--- config.mk ---
export PLATFORM = sky130hd
export DESIGN_NAME = logarithmic_afpm_flat
export DESIGN_NICKNAME = d
export VERILOG_FILES = /design/src/rtl/logarithmic_afpm_pkg.sv /design/src/rtl/logarithmic_afpm_if.sv /design/src/rtl/afpm_mitchell_core.sv /design/src/rtl/logarithmic_afpm.sv /design/src/flat_wrapper.sv
export SDC_FILE = /design/constraint.sdc
export NUM_CORES = 1
export LEC_CHECK = 0
export CAP_MARGIN = 30
export CORE_ASPECT_RATIO = 0.5
export CORE_MARGIN = 2
export CORE_UTILIZATION = 49
export DETAILED_ROUTE_END_ITERATION = 7
export PLACE_DENSITY = 0.77
export SLEW_MARGIN = 20
export SYNTH_ARGS = -nofsm -noshare
export SYNTH_HDL_FRONTEND = slang
export SYNTH_SLANG_ARGS = --single-unit
--- constraint.sdc ---
create_clock -name clk -period 3.3 [get_ports clk]
set_clock_uncertainty 0.05 [all_clocks]
set_input_delay 0.66 -clock clk [delete_from_list [all_inputs] [get_ports clk]]
set_output_delay 0.66 -clock clk [all_outputs]
set_load 0.02 [all_outputs]
--- src/rtl/logarithmic_afpm_pkg.sv ---
// Shared FP16 field widths, constants and types for the Mitchell multiplier.
package afpm_pkg;
    localparam int EXP_W = 5;
    localparam int MAN_W = 10;
    localparam int BIAS  = 15;

    localparam logic [15:0] QNAN   = 16'h7E00;
    localparam logic [15:0] INF    = 16'h7C00;
    localparam logic [15:0] MAXFIN = 16'h7BFF;

    typedef struct packed {
        logic             s;
        logic [EXP_W-1:0] e;
        logic [MAN_W-1:0] m;
    } fp16_t;

    typedef enum logic {
        PH_LO = 1'b0,
        PH_HI = 1'b1
    } phase_e;
endpackage

--- src/rtl/logarithmic_afpm_if.sv ---
// Byte-serial harness bus: clock enable, two operand bytes, product byte.
interface afpm_if;
    logic       ena;
    logic [7:0] ui_in;
    logic [7:0] uio_in;
    logic [7:0] uo_out;
    logic [7:0] uio_out;
    logic [7:0] uio_oe;

    modport master (
        output ena, ui_in, uio_in,
        input  uo_out, uio_out, uio_oe
    );

    modport slave (
        input  ena, ui_in, uio_in,
        output uo_out, uio_out, uio_oe
    );
endinterface

--- src/rtl/afpm_mitchell_core.sv ---
// Combinational FP16 product via Mitchell's log approximation.
// AFPM_SATFINITE_EN: saturate overflow to max finite instead of Inf.
module afpm_mitchell_core
    import afpm_pkg::*;
(
    input  logic [15:0] a_i,
    input  logic [15:0] b_i,
    output logic [15:0] y_o
);
    fp16_t            a;
    fp16_t            b;
    logic             s;
    logic             nan_a, nan_b;
    logic             inf_a, inf_b;
    logic             zer_a, zer_b;
    logic signed [16:0] sum;

    localparam logic signed [16:0] BIAS_SH = 17'(BIAS << MAN_W);

    assign a = a_i;
    assign b = b_i;
    assign s = a.s ^ b.s;

    assign nan_a = (a.e == '1) && (a.m != '0);
    assign nan_b = (b.e == '1) && (b.m != '0);
    assign inf_a = (a.e == '1) && (a.m == '0);
    assign inf_b = (b.e == '1) && (b.m == '0);
    assign zer_a = (a.e == '0);
    assign zer_b = (b.e == '0);

    // Adding the packed exponent:mantissa fields is the log-domain product;
    // the mantissa carry bumps the exponent for free.
    assign sum = $signed({2'b00, a.e, a.m})
               + $signed({2'b00, b.e, b.m})
               - BIAS_SH;

    always_comb begin
        y_o = '0;
        if (nan_a || nan_b || (inf_a && zer_b) || (inf_b && zer_a)) begin
            y_o = QNAN;
        end else if (inf_a || inf_b) begin
            y_o = {s, INF[14:0]};
        end else if (zer_a || zer_b) begin
            y_o = {s, 15'd0};
        end else if (sum <= 17'sh003FF) begin
            y_o = {s, 15'd0};
        end else if (sum >= 17'sh07C00) begin
`ifdef AFPM_SATFINITE_EN
            y_o = {s, MAXFIN[14:0]};
`else
            y_o = {s, INF[14:0]};
`endif
        end else begin
            y_o = {s, sum[14:0]};
        end
    end
endmodule

--- src/rtl/logarithmic_afpm.sv ---
// Byte-serial wrapper: two-phase operand capture, product register, output mux.
module logarithmic_afpm
    import afpm_pkg::*;
(
    input  logic   clk,
    input  logic   rst_n,
    afpm_if.slave  bus
);
    phase_e      phase_q, phase_d;
    logic [7:0]  a_lo_q, a_lo_d;
    logic [7:0]  b_lo_q, b_lo_d;
    logic [15:0] prod_q, prod_d;
    logic [15:0] prod_c;

    afpm_mitchell_core u_core (
        .a_i ({bus.ui_in, a_lo_q}),
        .b_i ({bus.uio_in, b_lo_q}),
        .y_o (prod_c)
    );

    // rst_n is active-high here; the harness already inverts it.
    always_ff @(posedge clk or posedge rst_n) begin
        if (rst_n) begin
            phase_q <= PH_LO;
        end else begin
            phase_q <= phase_d;
        end
    end

    always_ff @(posedge clk or posedge rst_n) begin
        if (rst_n) begin
            a_lo_q <= '0;
            b_lo_q <= '0;
            prod_q <= '0;
        end else begin
            a_lo_q <= a_lo_d;
            b_lo_q <= b_lo_d;
            prod_q <= prod_d;
        end
    end

    always_comb begin
        phase_d = phase_q;
        a_lo_d  = a_lo_q;
        b_lo_d  = b_lo_q;
        prod_d  = prod_q;
        if (bus.ena) begin
            unique case (phase_q)
                PH_LO: begin
                    a_lo_d  = bus.ui_in;
                    b_lo_d  = bus.uio_in;
                    phase_d = PH_HI;
                end
                PH_HI: begin
                    prod_d  = prod_c;
                    phase_d = PH_LO;
                end
                default: phase_d = PH_LO;
            endcase
        end
    end

    always_comb begin
        bus.uo_out  = (phase_q == PH_HI) ? prod_q[15:8] : prod_q[7:0];
        bus.uio_out = '0;
        bus.uio_oe  = '0;
    end
endmodule

--- src/flat_wrapper.sv ---
// flat-port wrapper written by rule: the top's interface ports become plain ports
module logarithmic_afpm_flat import afpm_pkg::*;
  (clk, rst_n, bus_ena, bus_ui_in, bus_uio_in, bus_uo_out, bus_uio_out, bus_uio_oe);
  afpm_if bus_i ();
  input  logic clk;
  input  logic rst_n;
  input wire logic [$bits(bus_i.ena)-1:0] bus_ena;
  input wire logic [$bits(bus_i.ui_in)-1:0] bus_ui_in;
  input wire logic [$bits(bus_i.uio_in)-1:0] bus_uio_in;
  output wire logic [$bits(bus_i.uo_out)-1:0] bus_uo_out;
  output wire logic [$bits(bus_i.uio_out)-1:0] bus_uio_out;
  output wire logic [$bits(bus_i.uio_oe)-1:0] bus_uio_oe;
  assign bus_i.ena = bus_ena;
  assign bus_i.ui_in = bus_ui_in;
  assign bus_i.uio_in = bus_uio_in;
  assign bus_uo_out = bus_i.uo_out;
  assign bus_uio_out = bus_i.uio_out;
  assign bus_uio_oe = bus_i.uio_oe;
  logarithmic_afpm u_core (.clk(clk), .rst_n(rst_n), .bus(bus_i));
endmodule
==> impl_metrics.csv, run 1 <==
group,metric,value,unit
global_routing,antenna_found_initial,0,
cts,hold_buffers,0,
die,die_area,0.00611,sq mm
synth,synth_top_area_cell,"dfrtp_1",
setup_path,crit_fanout,9,
detailed_routing,dr.pass1.iters,4,
setup_path,slowest_delay,450,ps
synth,synth_cell_type_count,52,
synth,synthFlopType,"dfrtp_1",
setup_path,critPathBufInv,4,
synth,yosysSeqAreaShare,30.8,%
global_routing,grt_pass1_vias,2130,
die,top_level_ports,43,
cells_and_area,diodes,0,
synth,synth.area.top_cells,"dfrtp_1 31%, ha_1 14%, mux2_2 10%, buf_4 4.5%, xnor2_1 2.9%",
detailed_routing,drtAntennaViolNets,0,
pwr,power.switching,1.52,mW
cts,htreeDepth,2,
timing,report.final.slew_viol_count,0,
pwr,power.share.combinational,68.8,%
cts,numCtsBuffers,5,
pwr,seq_power_share,22.4,%
synth,synthMostInstantiatedCell,"dfrtp_1",
setup_path,path_delay_family,"buffers and inverters",
cts,clockRootBuffer,"clkbuf_8",
pwr,sw_frac_of_total,44.4,%
pwr,leakage,1.63,nW
pwr,powerDensity,968,mW/mm^2
die,initial_core_util,52.6,%
detailed_routing,viasPerCell,5.41,
synth,synthArstFlopShare,100,%
cts,clk_latency,280,ps
cts,clk_pin_slew,60,ps
cells_and_area,final_cells,406,
synth,avgSynthCellArea,10.0,sq um
placement,gp_congestion,0.967,
synth,synth_top_area_share,30.8,%
timing,finalCriticalPeriod,3250,ps
hold_path,hold_class,"register to register",
placement,dp_slack,-367,ps
detailed_routing,post-route-drc-count,0,
pwr,power.total,3.42,mW
pwr,vdd_drop_max,0.422,mV
setup_path,arrival,3420,ps
pwr,clockPowerShare,8.8,%
detailed_routing,vias,2196,
cts,clock_sinks,33,
timing,period_share,98.6,%
setup_path,critPathRequiredTime,3470,ps
timing,fmax,0.307,GHz
setup_path,path_cells,"clkdlybuf4s50_1, ha_1, ha_4, nand2_1, a211oi_2, a21oi_2, buf_4, o21ai_2, nor3b_4, inv_2, nor4b_4, buf_6, a32o_1",
detailed_routing,wl_per_cell,16.2,um
cells_and_area,area_delta_synth_final,32.1,%
timing,hold_viol,0,
synth,synth_edf_count,0,
placement,io_buffers,26,
synth,synth-seq-cells,33,
cells_and_area,finalNetCount,385,
synth,netlist_area,0.00268,sq mm
status,status,"complete, no violations",
setup_path,path_class,"input pin to register",
synth,synthCells,267,
cells_and_area,drive_above_1_share,36.9,%
pwr,internal_power,1.90,mW
placement,dp.cells,393,
die,fp.dieW,109,um
global_routing,grt-ovfl-total,0,
synth,yosys_warnings,0,
die,die_y,56.3,um
global_routing,grt_first_pass_wirelength,10.4,mm
detailed_routing,drtIter0Drc,90,
setup_path,end_kind,"register",
detailed_routing,totalWireLength,6.58,mm
timing,layout_setup_ws,47.8,ps
die,core_area,0.00509,sq mm
global_routing,grt_max_degree,34,
global_routing,track_usage,21.8,%
cts,clockBufferDepth,2,
die,placementRows,18,
setup_path,startpoint_type,"input pin",
setup_path,crit_slowest_cell,"clkdlybuf4s50_1",
run,drv_cap,0,
placement,dp_hpwl,5.05,mm
timing,setup_viol,0,
synth,synth_common_cells,"33 x dfrtp_1, 29 x ha_1, 24 x mux2_2, 18 x inv_1, 16 x buf_4",
cts,tritoncts,"built",
per-stage QoR:
| stage | instance area (sq um) | util (%) | hold slack (ps) | setup TNS [ps] |
|---|---|---|---|---|
| after floorplan | 2730 | - | 394 | 0 |
| after global placement | 3220 | 63.3 | 416 | -4080 |
| after detailed placement | 3220 | 63.3 | 425 | -4700 |
| after CTS | 3390 | 66.7 | 452 | 0 |
| after global routing | 3540 | 69.5 | 480 | -440 |
| final | 3540 | 69.5 | 448 | 0 |
cells in the final DEF, fill, tap and decap left out, types with 4 or more instances in the layout:
master,instances
o21ai_0,5
ha_4,6
a211oi_2,8
xnor2_1,8
a22o_1,8
dfrtp_1,33
buf_4,43
nand3_1,4
dlymetal6s2s_1,4
or4_1,4
nor2_1,15
inv_1,16
a21oi_2,7
clkdlybuf4s50_1,22
nand2_1,9
mux2_2,24
ha_1,22
o21ai_2,5
clkbuf_8,6
a21oi_1,9
conb_1,16
sequential cells by signal, summed over array words and instances (netlist names):
signal,count
u_core.a_lo_q,8
u_core.b_lo_q,8
u_core.phase_q,1
u_core.prod_q,16
area by class of cell:
type / count / area [sq um]
repair buffers: 71 / 616
multi-input cells: 206 / 1850
flip-flops and latches: 33 / 826
well taps: 70 / 87.6
fillers: 367 / 1550
inverters: 19 / 71.3
clock buffers: 7 / 86.3
path summary, 6_finish.rpt:
check | from | endpoint | slack, ps | depth (start not counted)
max | bus_uio_in[0] | u_core.prod_q[3] | 50 | 13
min | u_core.prod_q[3] | u_core.prod_q[3] | 450 | 1
max reg2reg | u_core.b_lo_q[5] | u_core.prod_q[3] | 110 | 12
min reg2reg | u_core.prod_q[3] | u_core.prod_q[3] | 450 | 1
max in group asynchronous | rst_n | u_core.prod_q[6] | 2180 | 3
min in group asynchronous | rst_n | u_core.prod_q[0] | 730 | 3
kinds of logic after synthesis:
kind of cell,count (synthesis),synth area share [%]
AOI/OAI and AO/OA,64,18.6
xor gates and xnor gates,13,4.81
adders and majority gates,30,14.3
buffers and inverters,43,8.36
DFF,33,30.8
muxes,26,10.8
other,1,0.140
and+or+nand+nor,57,12.1
metal layers:
layer / vias up / track usage [%] / routed length (um)
li1: 1080 / - / -
met1: 1034 / 32.1 / 3270
met3: 6 / 4.18 / 470
met5: - / 0 / 0
met4: 0 / 3.48 / 48
met2: 76 / 33.9 / 2790
power groups by stage:
stage	sequential [mW]	combinational (mW)	clock, mW
5_1_grt	0.789	2.55	0.331
2_1_floorplan	0.686	1.53	0
4_1_cts	0.767	2.20	0.310
3_5_place_dp	0.772	2.11	0
3_3_place_gp	0.760	2.06	0
6_report	0.767	2.35	0.301
timing repair:
| item | in CTS | in global routing |
|---|---|---|
| resized for setup | 8 | 27 |
| pin swaps | 4 | 11 |
| endpoints found under the hold margin | 0 | 0 |
| endpoints found under the setup margin | 14 | 15 |
| setup buffers | 3 | 4 |
Note: power is estimated with default switching activity, not from simulation.
==> run 2: changes to the inputs <==
--- a/config.mk
+++ b/config.mk
@@ -6,11 +6,13 @@
 export NUM_CORES = 1
 export LEC_CHECK = 0
 export CAP_MARGIN = 30
-export CORE_ASPECT_RATIO = 0.5
+export CELL_PAD_IN_SITES_DETAIL_PLACEMENT = 1
+export CELL_PAD_IN_SITES_GLOBAL_PLACEMENT = 2
 export CORE_MARGIN = 2
-export CORE_UTILIZATION = 49
+export CORE_UTILIZATION = 32
+export CTS_BUF_LIST = sky130_fd_sc_hd__clkbuf_8
 export DETAILED_ROUTE_END_ITERATION = 7
-export PLACE_DENSITY = 0.77
+export PLACE_DENSITY_LB_ADDON = 0.1
 export SLEW_MARGIN = 20
 export SYNTH_ARGS = -nofsm -noshare
 export SYNTH_HDL_FRONTEND = slang
==> impl_metrics.csv, run 2 (synthesis gave the netlist of run 1 again) <==
group,metric,value,unit
die,die_y,95.5,um
setup_path,end_kind,"register",
cells_and_area,n_fill_cell,921,
setup_path,r2r_start,"u_core.b_lo_q[1]",
setup_path,path_class,"input pin to register",
timing,hold_viol,0,
setup_path,r2r_end,"u_core.prod_q[3]",
detailed_routing,drtIter0Drc,46,
cts,clk_pin_slew,60,ps
cells_and_area,largest_reg_flops,16,
die,top_level_ports,43,
setup_path,startpoint_type,"input pin",
timing,report.final.slew_viol_count,0,
cts,clockBufferDepth,2,
setup_path,reg2regPathDepth,15,
timing,period_share,99.1,%
pwr,vdd_drop_max,0.335,mV
setup_path,r2r_slack,90,ps
hold_path,min_from,"u_core.prod_q[15]",
setup_path,endpoint,"u_core.prod_q[3]",
global_routing,grt_max_degree,34,
setup_path,critPathRequiredTime,3470,ps
timing,rsz0062_at_grt,"true",
detailed_routing,vias,2201,
status,status,"complete, no violations",
pwr,clockPowerShare,8.7,%
detailed_routing,wl_met3,218,um
cts,tritoncts,"built",
pwr,power.switching,1.57,mW
cells_and_area,drive_above_1_share,43.5,%
cells_and_area,top_regs,"u_core.prod_q x16, u_core.a_lo_q x8, u_core.b_lo_q x8",
global_routing,antenna_found_initial,0,
cts,clk_latency,290,ps
detailed_routing,wl_met1,3.54,mm
timing,finalCriticalPeriod,3270,ps
global_routing,grt-ovfl-total,0,
placement,dp_hpwl,5.98,mm
cells_and_area,area_delta_synth_final,41.5,%
setup_path,crit_start,"bus_uio_in[1]",
setup_path,crit_fanout,5,
pwr,power.share.combinational,69.9,%
cts,clock_sinks,33,
global_routing,track_usage,16.9,%
die,initial_core_util,32.8,%
cells_and_area,final_util,46.3,%
detailed_routing,met2_length,3.68,mm
detailed_routing,post-route-drc-count,0,
detailed_routing,totalWireLength,7.54,mm
cts,htreeDepth,2,
placement,io_buffers,26,
cells_and_area,design_area,0.00379,sq mm
pwr,powerDensity,937,mW/mm^2
cts,numCtsBuffers,5,
cells_and_area,final_common_cell,"buf_4",
die,fp.dieW,95.5,um
cells_and_area,diodes,0,
pwr,leakage,1.71,nW
hold_path,hold_class,"register to register",
die,placementRows,33,
cells_and_area,final_cell_mix,"52 x buf_4, 33 x dfrtp_1, 24 x mux2_2",
run,drv_cap,0,
detailed_routing,dr.pass1.iters,4,
pwr,internal_power,1.98,mW
die,core_area,0.00818,sq mm
detailed_routing,viasPerCell,4.89,
die,die_area,0.00912,sq mm
pwr,sw_frac_of_total,44.2,%
detailed_routing,drtAntennaViolNets,0,
cells_and_area,finalNetCount,394,
detailed_routing,top_layer_used,"met4",
global_routing,grt_first_pass_wirelength,11.6,mm
cells_and_area,regMostFlops,"u_core.prod_q",
setup_path,arrival,3440,ps
placement,gp_congestion,0.818,
placement,place_area,0.00328,sq mm
cts,clockRootBuffer,"clkbuf_8",
timing,setup_viol,0,
cts,hold_buffers,0,
pwr,seq_power_share,21.5,%
global_routing,grt_pass1_vias,2280,
timing,fmax,0.306,GHz
detailed_routing,wl_per_cell,16.8,um
[run 2: what timing repair did]
item	CTS	global route
setup buffers	6	6
gates cloned	0	1
pin swaps	8	21
resized for setup	19	40
endpoints found under the setup margin	14	15
[run 2: layout make-up]
type | instances | area (sq um) | area share [%]
multi-input cells | 206 | 1980 | 52.3
clock inverters | 1 | 3.75 | 0.0991
inverters | 19 | 71.3 | 1.88
repair buffers | 80 | 691 | 18.2
clock buffers | 6 | 82.6 | 2.18
flip-flops and latches | 33 | 826 | 21.8
well taps | 105 | 131 | 3.47
[run 2: critical path: stages]
cell             delay (ps)
clkdlybuf4s50_1         540
ha_4                    230
ha_4                    290
nand2_2                  70
and2b_2                 270
nand3_2                  90
o211ai_2                200
xnor2_2                 150
buf_4                   150
o31ai_4                  70
nor4b_4                 380
buf_6                   180
a32o_1                  150
[run 2: layer usage]
layer / vias up / global-route usage (%)
met2: 35 / 28.9
met4: 0 / 3.93
met3: 8 / 2.85
met5: - / 0
li1: 1096 / -
met1: 1062 / 22.4
[run 2: through the flow]
stage	worst slack (ps)	std cells	setup TNS, ps	total power, mW	hold slack [ps]
2_1_floorplan	213	282	0	2.22	394
3_3_place_gp	-421	430	-5330	2.89	423
3_5_place_dp	-501	430	-6360	2.92	433
4_1_cts	0.490	443	0	3.39	450
5_1_grt	-75.0	450	-386	3.83	475
6_report	28.7	450	0	3.55	451
[run 2: power groups by stage]
stage	Clock, mW	Combinational (mW)	Sequential (mW)
2_1_floorplan	0	1.53	0.686
3_3_place_gp	0	2.12	0.772
3_5_place_dp	0	2.14	0.777
4_1_cts	0.315	2.31	0.770
5_1_grt	0.333	2.71	0.794
6_report	0.307	2.48	0.762
[run 2: worst min path at each step]
| stage | cells past startpoint | to |
|---|---|---|
| floorplan | 2 | u_core.prod_q[15] |
| global placement | 2 | u_core.prod_q[15] |
| detailed placement | 2 | u_core.prod_q[15] |
| CTS | 2 | u_core.prod_q[15] |
| global route | 1 | u_core.prod_q[4] |
| finish | 2 | u_core.prod_q[15] |
